--- src/rtl/leaf_pkg.sv ---
`default_nettype none
// ============================================================================
//  Module   : leaf_pkg
//  Brief    : Shared FSM state encoding and default key increment for leaf_mu.
//  Revision : 1.0 - initial release
// ============================================================================
package leaf_pkg;

    typedef enum logic [0:0] {
        SYNC = 1'b0,
        RUN  = 1'b1
    } leaf_state_e;

    localparam logic [31:0] c_key_step_default = 32'h9E37_79B9;

endpackage
`default_nettype wire

--- src/rtl/leaf_mu_if.sv ---
`default_nettype none
// ============================================================================
//  Module   : leaf_mu_if
//  Brief    : Upstream/downstream handshake bundle for the leaf_mu decoder.
//  Revision : 1.0 - initial release
// ============================================================================
interface leaf_mu_if #(
    parameter int WIDTH = 32
);
    logic             in_valid;
    logic             in_ready;
    logic [WIDTH-1:0] in_data;
    logic             resync;
    logic             out_valid;
    logic             out_ready;
    logic [WIDTH-1:0] out_data;
    logic             locked;

    modport master (
        output in_valid, in_data, resync, out_ready,
        input  in_ready, out_valid, out_data, locked
    );

    modport slave (
        input  in_valid, in_data, resync, out_ready,
        output in_ready, out_valid, out_data, locked
    );
endinterface
`default_nettype wire

--- src/rtl/leaf_skid.sv ---
`default_nettype none
// ============================================================================
//  Module   : leaf_skid
//  Brief    : Two-entry registered output buffer with valid/ready on both sides.
//  Revision : 1.0 - initial release
// ============================================================================
module leaf_skid #(
    parameter int WIDTH = 32
) (
    input  wire logic             clk,
    input  wire logic             rst_n,
    input  wire logic             in_valid,
    output logic                  in_ready,
    input  wire logic [WIDTH-1:0] in_data,
    output logic                  out_valid,
    input  wire logic             out_ready,
    output logic [WIDTH-1:0]      out_data
);
    logic [WIDTH-1:0] r_mem [2];
    logic             r_wr_ptr;
    logic             r_rd_ptr;
    logic [1:0]       r_count;
    logic             w_push;
    logic             w_pop;

    // A full buffer still accepts when the head leaves on the same edge.
    assign in_ready  = rst_n & ((r_count != 2'd2) | out_ready);
    assign out_valid = (r_count != 2'd0);
    assign out_data  = r_mem[r_rd_ptr];
    assign w_push    = in_valid & in_ready;
    assign w_pop     = out_valid & out_ready;

    always_ff @(posedge clk or negedge rst_n) begin
        if (!rst_n) begin
            for (int i = 0; i < 2; i++) begin
                r_mem[i] <= '0;
            end
            r_wr_ptr <= 1'b0;
            r_rd_ptr <= 1'b0;
            r_count  <= 2'd0;
        end else begin
            if (w_push) begin
                r_mem[r_wr_ptr] <= in_data;
                r_wr_ptr        <= ~r_wr_ptr;
            end
            if (w_pop) begin
                r_rd_ptr <= ~r_rd_ptr;
            end
            r_count <= r_count + {1'b0, w_push} - {1'b0, w_pop};
        end
    end
endmodule
`default_nettype wire

--- src/rtl/leaf_mu.sv ---
`default_nettype none
// ============================================================================
//  Module   : leaf_mu
//  Brief    : Seeded rolling-key XOR decoder with resync and skid output.
//  Revision : 1.0 - initial release
// ============================================================================
module leaf_mu
    import leaf_pkg::*;
#(
    parameter int               WIDTH    = 32,
    parameter logic [WIDTH-1:0] KEY_STEP = WIDTH'(c_key_step_default)
) (
    input  wire logic clk,
    input  wire logic rst_n,
    leaf_mu_if.slave  bus
);
    leaf_state_e      r_state;
    logic [WIDTH-1:0] r_key;
    logic             r_locked;
    logic             w_accept;
    logic             w_emit;

    assign w_accept   = bus.in_valid & bus.in_ready;
    // Resync discards the beat even when the FSM is already running.
    assign w_emit     = w_accept & (r_state == RUN) & ~bus.resync;
    assign bus.locked = r_locked;

    leaf_skid #(
        .WIDTH (WIDTH)
    ) u_skid (
        .clk       (clk),
        .rst_n     (rst_n),
        .in_valid  (w_emit),
        .in_ready  (bus.in_ready),
        .in_data   (bus.in_data ^ r_key),
        .out_valid (bus.out_valid),
        .out_ready (bus.out_ready),
        .out_data  (bus.out_data)
    );

    always_ff @(posedge clk or negedge rst_n) begin
        if (!rst_n) begin
            r_state  <= SYNC;
            r_key    <= '0;
            r_locked <= 1'b0;
        end else if (bus.resync) begin
            r_state  <= SYNC;
            r_locked <= 1'b0;
        end else if (w_accept) begin
            case (r_state)
                SYNC: begin
                    r_key    <= bus.in_data;
                    r_state  <= RUN;
                    r_locked <= 1'b1;
                end
                RUN: begin
                    r_key <= r_key + KEY_STEP;
                end
                default: begin
                    r_state  <= SYNC;
                    r_locked <= 1'b0;
                end
            endcase
        end
    end
endmodule
`default_nettype wire

--- src/flat_wrapper.sv ---
// flat-port wrapper written by rule: the top's interface ports become plain ports
module leaf_mu_flat import leaf_pkg::*;
#(
    parameter int               WIDTH    = 32,
    parameter logic [WIDTH-1:0] KEY_STEP = WIDTH'(c_key_step_default)
)
  (clk, rst_n, bus_in_valid, bus_in_data, bus_resync, bus_out_ready, bus_in_ready, bus_out_valid, bus_out_data, bus_locked);
  leaf_mu_if #(.WIDTH(WIDTH)) bus_i ();
  input  wire logic clk;
  input  wire logic rst_n;
  input wire logic [$bits(bus_i.in_valid)-1:0] bus_in_valid;
  input wire logic [$bits(bus_i.in_data)-1:0] bus_in_data;
  input wire logic [$bits(bus_i.resync)-1:0] bus_resync;
  input wire logic [$bits(bus_i.out_ready)-1:0] bus_out_ready;
  output wire logic [$bits(bus_i.in_ready)-1:0] bus_in_ready;
  output wire logic [$bits(bus_i.out_valid)-1:0] bus_out_valid;
  output wire logic [$bits(bus_i.out_data)-1:0] bus_out_data;
  output wire logic [$bits(bus_i.locked)-1:0] bus_locked;
  assign bus_i.in_valid = bus_in_valid;
  assign bus_i.in_data = bus_in_data;
  assign bus_i.resync = bus_resync;
  assign bus_i.out_ready = bus_out_ready;
  assign bus_in_ready = bus_i.in_ready;
  assign bus_out_valid = bus_i.out_valid;
  assign bus_out_data = bus_i.out_data;
  assign bus_locked = bus_i.locked;
  leaf_mu #(.WIDTH(WIDTH), .KEY_STEP(KEY_STEP)) u_core (.clk(clk), .rst_n(rst_n), .bus(bus_i));
endmodule
--- config.mk ---
export PLATFORM = sky130hd
export DESIGN_NAME = leaf_mu_flat
export DESIGN_NICKNAME = d
export VERILOG_FILES = /design/src/rtl/leaf_pkg.sv /design/src/rtl/leaf_mu_if.sv /design/src/rtl/leaf_skid.sv /design/src/rtl/leaf_mu.sv /design/src/flat_wrapper.sv
export SDC_FILE = /design/constraint.sdc
export NUM_CORES = 1
export LEC_CHECK = 0
export ABC_AREA = 1
export CORE_AREA = 2 2 180 147
export CTS_BUF_LIST = sky130_fd_sc_hd__clkbuf_4 sky130_fd_sc_hd__clkbuf_8
export CTS_CLUSTER_DIAMETER = 80
export DETAILED_ROUTE_END_ITERATION = 6
export DIE_AREA = 0 0 182 149
export PLACE_DENSITY = 0.41
export REMOVE_ABC_BUFFERS = 1
export SETUP_SLACK_MARGIN = 0.15
export SLEW_MARGIN = 10
export SYNTH_ARGS = -nofsm -noshare
export SYNTH_HDL_FRONTEND = slang
export SYNTH_HIERARCHICAL = 1
export SYNTH_SLANG_ARGS = --single-unit
--- constraint.sdc ---
create_clock -name clk -period 6 [get_ports clk]
set_clock_uncertainty 0.15 [all_clocks]
set_input_delay 1.5 -clock clk [delete_from_list [all_inputs] [get_ports clk]]
set_output_delay 1.5 -clock clk [all_outputs]
set_load 0.01 [all_outputs]
==> results.json, run 1 <==
{
  "r2r_cells": 12,
  "leakagePower_nw": 3.78,
  "hp-class": "flip-flop to flip-flop",
  "worst_path_largest_cell_delay_ps": 530,
  "crit_path_max_fanout": 4,
  "cts.clk_slew.worst_paths_ps": 90,
  "avgViaCountPerCell": 4.34,
  "p_int_mw": 1.75,
  "ys_seq_area_frac": 0.411,
  "fillerInstances": 2848,
  "peakVddDrop_mv": 0.174,
  "syn_inst": 902,
  "drv_cap": 0,
  "die_area_um2": 27100,
  "gp_congestion": 0.896,
  "p_comb_frac": 0.457,
  "final.setup.tns_ps": 0,
  "r2r-start": "u_core/u_skid/r_count[1]",
  "finalMaxSlewViolations": 0,
  "switching_share": 0.439,
  "portBuffers": 71,
  "nNetsFinal": 1001,
  "drc": 0,
  "dieHeight_um": 149,
  "critPathTopFamily": "buffers and inverters",
  "diodes": 0,
  "dr.pass1.iters": 5,
  "fp.dieW_um": 182,
  "io_pins": 72,
  "crit_arrival_ps": 2790,
  "hold_viol_final": 0,
  "maxSlewHeadroom": 0.367,
  "netSwitchingPower_mw": 1.37,
  "seq_power_share": 0.370,
  "holdPathStages": 2,
  "synth.cell_area_um2": 6210,
  "ant_nets": 0,
  "rows": 53,
  "cts_resized": 0,
  "synth_area_leader_cell": "dfrtp_1",
  "routedWlPerCell_um": 14.9,
  "outcome": "complete, no violations",
  "rsz0062_at_grt": "no",
  "post-cts-setup-buffers": 0,
  "max_freq_ghz": 0.225,
  "drt_iter0_markers": 350,
  "coreArea_um2": 25600,
  "cts_made_buffers": 9,
  "layout-drive-gt1-share": 0.0745,
  "worstSetupPathDepth": 6,
  "synth-warning-count": 6,
  "crit_path_start_kind": "primary input",
  "clockPowerShare": 0.173,
  "critPathRequiredTime_ps": 4350,
  "clkSinkCount": 102,
  "grt_pass1_wl_um": 31000,
  "crit_path_top_delay_cell": "clkdlybuf4s50_1",
  "tightestPinTransition_ps": 948,
  "grt-ovfl-total": 0,
  "r2r_end": "u_core/r_key[4]",
  "most-common-layout-cells": "453 x nand2_1, 102 x dfrtp_1, 70 x clkdlybuf4s50_1, 57 x nand3_1, 56 x inv_1",
  "hold_buffers": 0,
  "syn2layout_area_growth_pct": 20.0,
  "ys_ff_latch": 102,
  "ys_types": 34,
  "layout_commonest_cell": "nand2_1",
  "initial_core_util": 0.243,
  "antenna_found_initial": 0,
  "hold_end": "u_core/u_skid/r_mem[29]",
  "cts_root_buffer": "clkbuf_8",
  "setup_viol": 0,
  "synth_top_area_share": 0.411,
  "num_vias": 5625,
  "drt_wl_total_um": 19300,
  "hpwl_um": 13800,
  "grt_max_degree": 61,
  "rrSetupSlack_ps": 3250,
  "hold-worst-slack_ps": 334,
  "crit_buf_inv": 4,
  "cp-end-kind": "output port",
  "synth_area_leaders": "dfrtp_1 41%, nand2_1 27%, xor2_1 5.4%",
  "crit_chain": "clkdlybuf4s50_1 -> inv_1 -> nand3_2 -> nand2_1 -> inv_1 -> clkdlybuf4s50_1",
  "clockBufferDepth": 2,
  "insertion_delay_ps": 390,
  "cts_max_level": 3,
  "gr-usage-all-layers": 0.147,
  "powerDensity_nw_per_um2": 418,
  "postSynthAreaPerCell_um2": 6.89,
  "crit_type": "primary input to output port",
  "fin_crit_ps": 4440,
  "grt_pass1_vias": 5425,
  "holdCritStartpoint": "u_core/u_skid/r_mem[29]",
  "cts_tree": "done",
  "period_share": 0.740
}
==> layout make-up <==
class | instances | area (µm²) | share of cell area
Multi-Input combinational cell | 698 | 3210 | 0.430
Timing Repair Buffer | 80 | 776 | 0.104
Inverter | 70 | 263 | 0.0352
Clock buffer | 11 | 139 | 0.0186
Clock inverter | 5 | 108 | 0.0144
Tap cell | 330 | 413 | 0.0554
Sequential cell | 102 | 2550 | 0.342
==> power groups by stage <==
stage / Combinational [mW] / Clock, mW / Sequential, mW
detailed placement: 1.43 / 0 / 1.16
global placement: 1.44 / 0 / 1.17
floorplan: 0.908 / 0 / 1.12
CTS: 1.44 / 0.566 / 1.15
global route: 1.62 / 0.592 / 1.19
finish: 1.42 / 0.539 / 1.15
==> worst max path at each step <==
stage | end | slack [ps] | start
2_1_floorplan | u_core/u_skid/r_mem[32] | 1660 | bus_out_ready
3_3_place_gp | bus_in_ready | 1540 | bus_out_ready
3_5_place_dp | bus_in_ready | 1560 | bus_out_ready
4_1_cts | bus_in_ready | 1550 | bus_out_ready
5_1_grt | bus_in_ready | 1470 | bus_out_ready
6_report | bus_in_ready | 1560 | bus_out_ready
==> synthesized netlist by cell type <==
| cell | instances |
|---|---|
| and2_4 | 3 |
| nor2_4 | 4 |
| clkbuf_1 | 6 |
| o22ai_1 | 1 |
| xor2_1 | 38 |
| a21oi_2 | 2 |
| nand2_1 | 453 |
| nor2_1 | 47 |
| nand3b_1 | 2 |
| a21boi_1 | 1 |
| clkinv_1 | 2 |
| a21oi_1 | 12 |
| nand3_2 | 4 |
| o21ai_0 | 24 |
| nand2_2 | 7 |
| nand3_1 | 57 |
| nand4_1 | 5 |
| nand3_4 | 1 |
| xnor2_1 | 2 |
| nor2_2 | 10 |
| and2_1 | 1 |
| inv_2 | 12 |
| buf_2 | 12 |
| buf_6 | 2 |
| nand2_4 | 1 |
| o211ai_1 | 7 |
| or2_2 | 1 |
| o221ai_1 | 2 |
| o21ai_1 | 3 |
| buf_4 | 12 |
| o21bai_1 | 7 |
| inv_1 | 56 |
| dfrtp_1 | 102 |
| ha_1 | 3 |
==> worst min-delay path: cells and delay by family (launching register included) <==
family,cells,cell delay [ps]
DFF,1,350
and+or+nand+nor,2,110
==> metrics by stage <==
stage	util	total power [mW]	instance area (µm²)	std cells	setup WS [ps]
after floorplan	-	2.03	6020	870	1660
after global placement	0.282	2.60	7210	1280	1540
after detailed placement	0.282	2.60	7210	1280	1560
after CTS	0.291	3.16	7460	1296	1550
after global routing	0.291	3.40	7460	1296	1470
final	0.291	3.12	7460	1296	1560
==> flip-flops by register name (all words and copies together), names as in the netlist <==
signal / flops
u_core/u_skid/r_mem: 64
u_core/r_key: 32
u_core/u_skid/r_count: 2
u_core/bus.locked: 1
u_core/r_state: 1
u_core/u_skid/r_rd_ptr: 1
u_core/u_skid/r_wr_ptr: 1
==> cells by family after synthesis <==
group | Yosys count | share of synthesized area
AOI/OAI and AO/OA | 59 | 0.0562
xor gates and xnor gates | 40 | 0.0564
adders and majority gates | 3 | 0.00604
buffers and inverters | 102 | 0.0737
DFF | 102 | 0.411
and+or+nand+nor | 596 | 0.397
==> per-layer routing <==
| metal | part of all wire | global-route usage |
|---|---|---|
| met1 | 0.57 | 0.238 |
| met2 | 0.38 | 0.202 |
| met3 | 0.042 | 0.0244 |
| met4 | 0.0067 | 0.0242 |
| met5 | 0 | 0 |
(Power assumes the default switching activity.)
==> inputs of run 2 (changes only) <==
clock period = 4.34 ns   (was 6 ns; I/O delays follow)
==> run 2 against run 1 <==
Against the previous run: non-clock buffer count grew 5; first-iteration DRC count is 11% higher; clock-buffer cell count decreased by 2; combinational power rose by 39%; largest power group unchanged.
==> results.json, run 2 (synthesis results as in run 1) <==
{
  "outcome": "complete, no violations",
  "holdCritStartpoint": "u_core/u_skid/r_mem[23]",
  "fillerInstances": 2905,
  "fp.dieW_um": 182,
  "fin_crit_ps": 3630,
  "nNetsFinal": 1006,
  "maxSlewHeadroom": 0.580,
  "setup_viol": 0,
  "clockBufferDepth": 2,
  "rows": 53,
  "powerDensity_nw_per_um2": 558,
  "drv_cap": 0,
  "period_share": 0.836,
  "antenna_found_initial": 0,
  "most-common-layout-cells": "453 x nand2_1, 102 x dfrtp_1, 70 x clkdlybuf4s50_1, 57 x nand3_1, 56 x inv_1",
  "avgViaCountPerCell": 4.30,
  "layout-drive-gt1-share": 0.0793,
  "max_freq_ghz": 0.276,
  "crit_arrival_ps": 2390,
  "crit_path_top_delay_cell": "clkdlybuf4s50_1",
  "cp-end-kind": "output port",
  "hold_end": "u_core/u_skid/r_mem[23]",
  "hold-worst-slack_ps": 338,
  "grt-ovfl-total": 0,
  "cts_max_level": 3,
  "drt_iter0_markers": 389,
  "crit_type": "primary input to output port",
  "insertion_delay_ps": 390,
  "holdPathStages": 2,
  "dieHeight_um": 149,
  "gp_congestion": 0.887,
  "num_vias": 5597,
  "finalMaxSlewViolations": 0,
  "regArea_um2": 2550,
  "diodes": 0,
  "hold_buffers": 0,
  "r2r_cells": 11,
  "crit_chain": "clkdlybuf4s50_1 -> inv_1 -> nand3_2 -> nand2_1 -> inv_1 -> clkdlybuf4s50_1",
  "hpwl_um": 14200,
  "cts_root_buffer": "clkbuf_8",
  "leakagePower_nw": 3.79,
  "cts_made_buffers": 9,
  "critPathRequiredTime_ps": 3110,
  "worst_path_largest_cell_delay_ps": 530,
  "top_regs": "u_core/u_skid/r_mem x64, u_core/r_key x32, u_core/u_skid/r_count x2",
  "initial_core_util": 0.243,
  "gr-usage-all-layers": 0.149,
  "grt_max_degree": 106,
  "drc": 0,
  "rsz0062_at_grt": "no",
  "coreArea_um2": 25600,
  "cts_tree": "done",
  "multi_input_area_um2": 3210,
  "grt_pass1_wl_um": 31300,
  "post-cts-setup-buffers": 0,
  "r2r_end": "u_core/r_key[13]",
  "ant_nets": 0,
  "dr.pass1.iters": 5,
  "hp-class": "flip-flop to flip-flop",
  "largest-register": "u_core/u_skid/r_mem",
  "io_pins": 72,
  "portBuffers": 71,
  "die_area_um2": 27100,
  "rrSetupSlack_ps": 2070,
  "layout_commonest_cell": "nand2_1",
  "drt_wl_total_um": 19500,
  "final.setup.tns_ps": 0,
  "r2r-start": "u_core/u_skid/r_count[1]",
  "cts.clk_slew.worst_paths_ps": 100,
  "tightestPinTransition_ps": 629,
  "grt_pass1_vias": 5488,
  "routedWlPerCell_um": 15.0,
  "largest_reg_flops": 64,
  "syn2layout_area_growth_pct": 20.1,
  "crit_path_start_kind": "primary input",
  "crit_path_max_fanout": 4,
  "cts_resized": 0,
  "hold_viol_final": 0,
  "post-place-ws_ps": 701,
  "setup_ws_ps": 711,
  "clkSinkCount": 102,
  "peakVddDrop_mv": 0.189
}
[run 2: worst max path at each step]
| stage | from | to | slack, ps | cells after the start |
|---|---|---|---|---|
| global route | bus_out_ready | bus_in_ready | 620 | 6 |
| floorplan | bus_out_ready | u_core/u_skid/r_mem[32] | 410 | 9 |
| detailed placement | bus_out_ready | bus_in_ready | 700 | 6 |
| CTS | bus_out_ready | bus_in_ready | 690 | 6 |
| global placement | bus_out_ready | bus_in_ready | 710 | 6 |
| finish | bus_out_ready | bus_in_ready | 710 | 6 |
[run 2: routing by layer]
metal / GRT usage / vias to the layer above / share of wire
met4: 0.0270 / 0 / 0.0079
li1: - / 2916 / -
met5: 0 / - / 0
met2: 0.210 / 98 / 0.39
met1: 0.237 / 2573 / 0.56
met3: 0.0264 / 10 / 0.043
[run 2: power breakdown]
group	switching, mW	internal [mW]
clock network	0.381	0.216
registers	0.338	1.25
logic	1.20	0.781
total	1.91	2.25
[run 2: through the flow]
stage	utilization	cell area, µm²	total power, mW	instances
floorplan	-	6020	2.80	870
global placement	0.285	7290	3.60	1285
detailed placement	0.285	7290	3.60	1285
CTS	0.292	7470	4.23	1301
global route	0.292	7470	4.57	1301
finish	0.292	7470	4.17	1301
[run 2: cell type report]
cell class | count | share of cell area
clock buffers | 9 | 0.0166
inverters | 70 | 0.0352
repair buffers | 85 | 0.114
multi-input cells | 698 | 0.430
flip-flops and latches | 102 | 0.342
well taps | 330 | 0.0553
clock inverters | 7 | 0.00754
[run 2: worst max-delay path, delay by kind of cell]
| family | cells | cell delay [ps] |
|---|---|---|
| buf+inv | 4 | 1120 |
| simple gates | 2 | 190 |
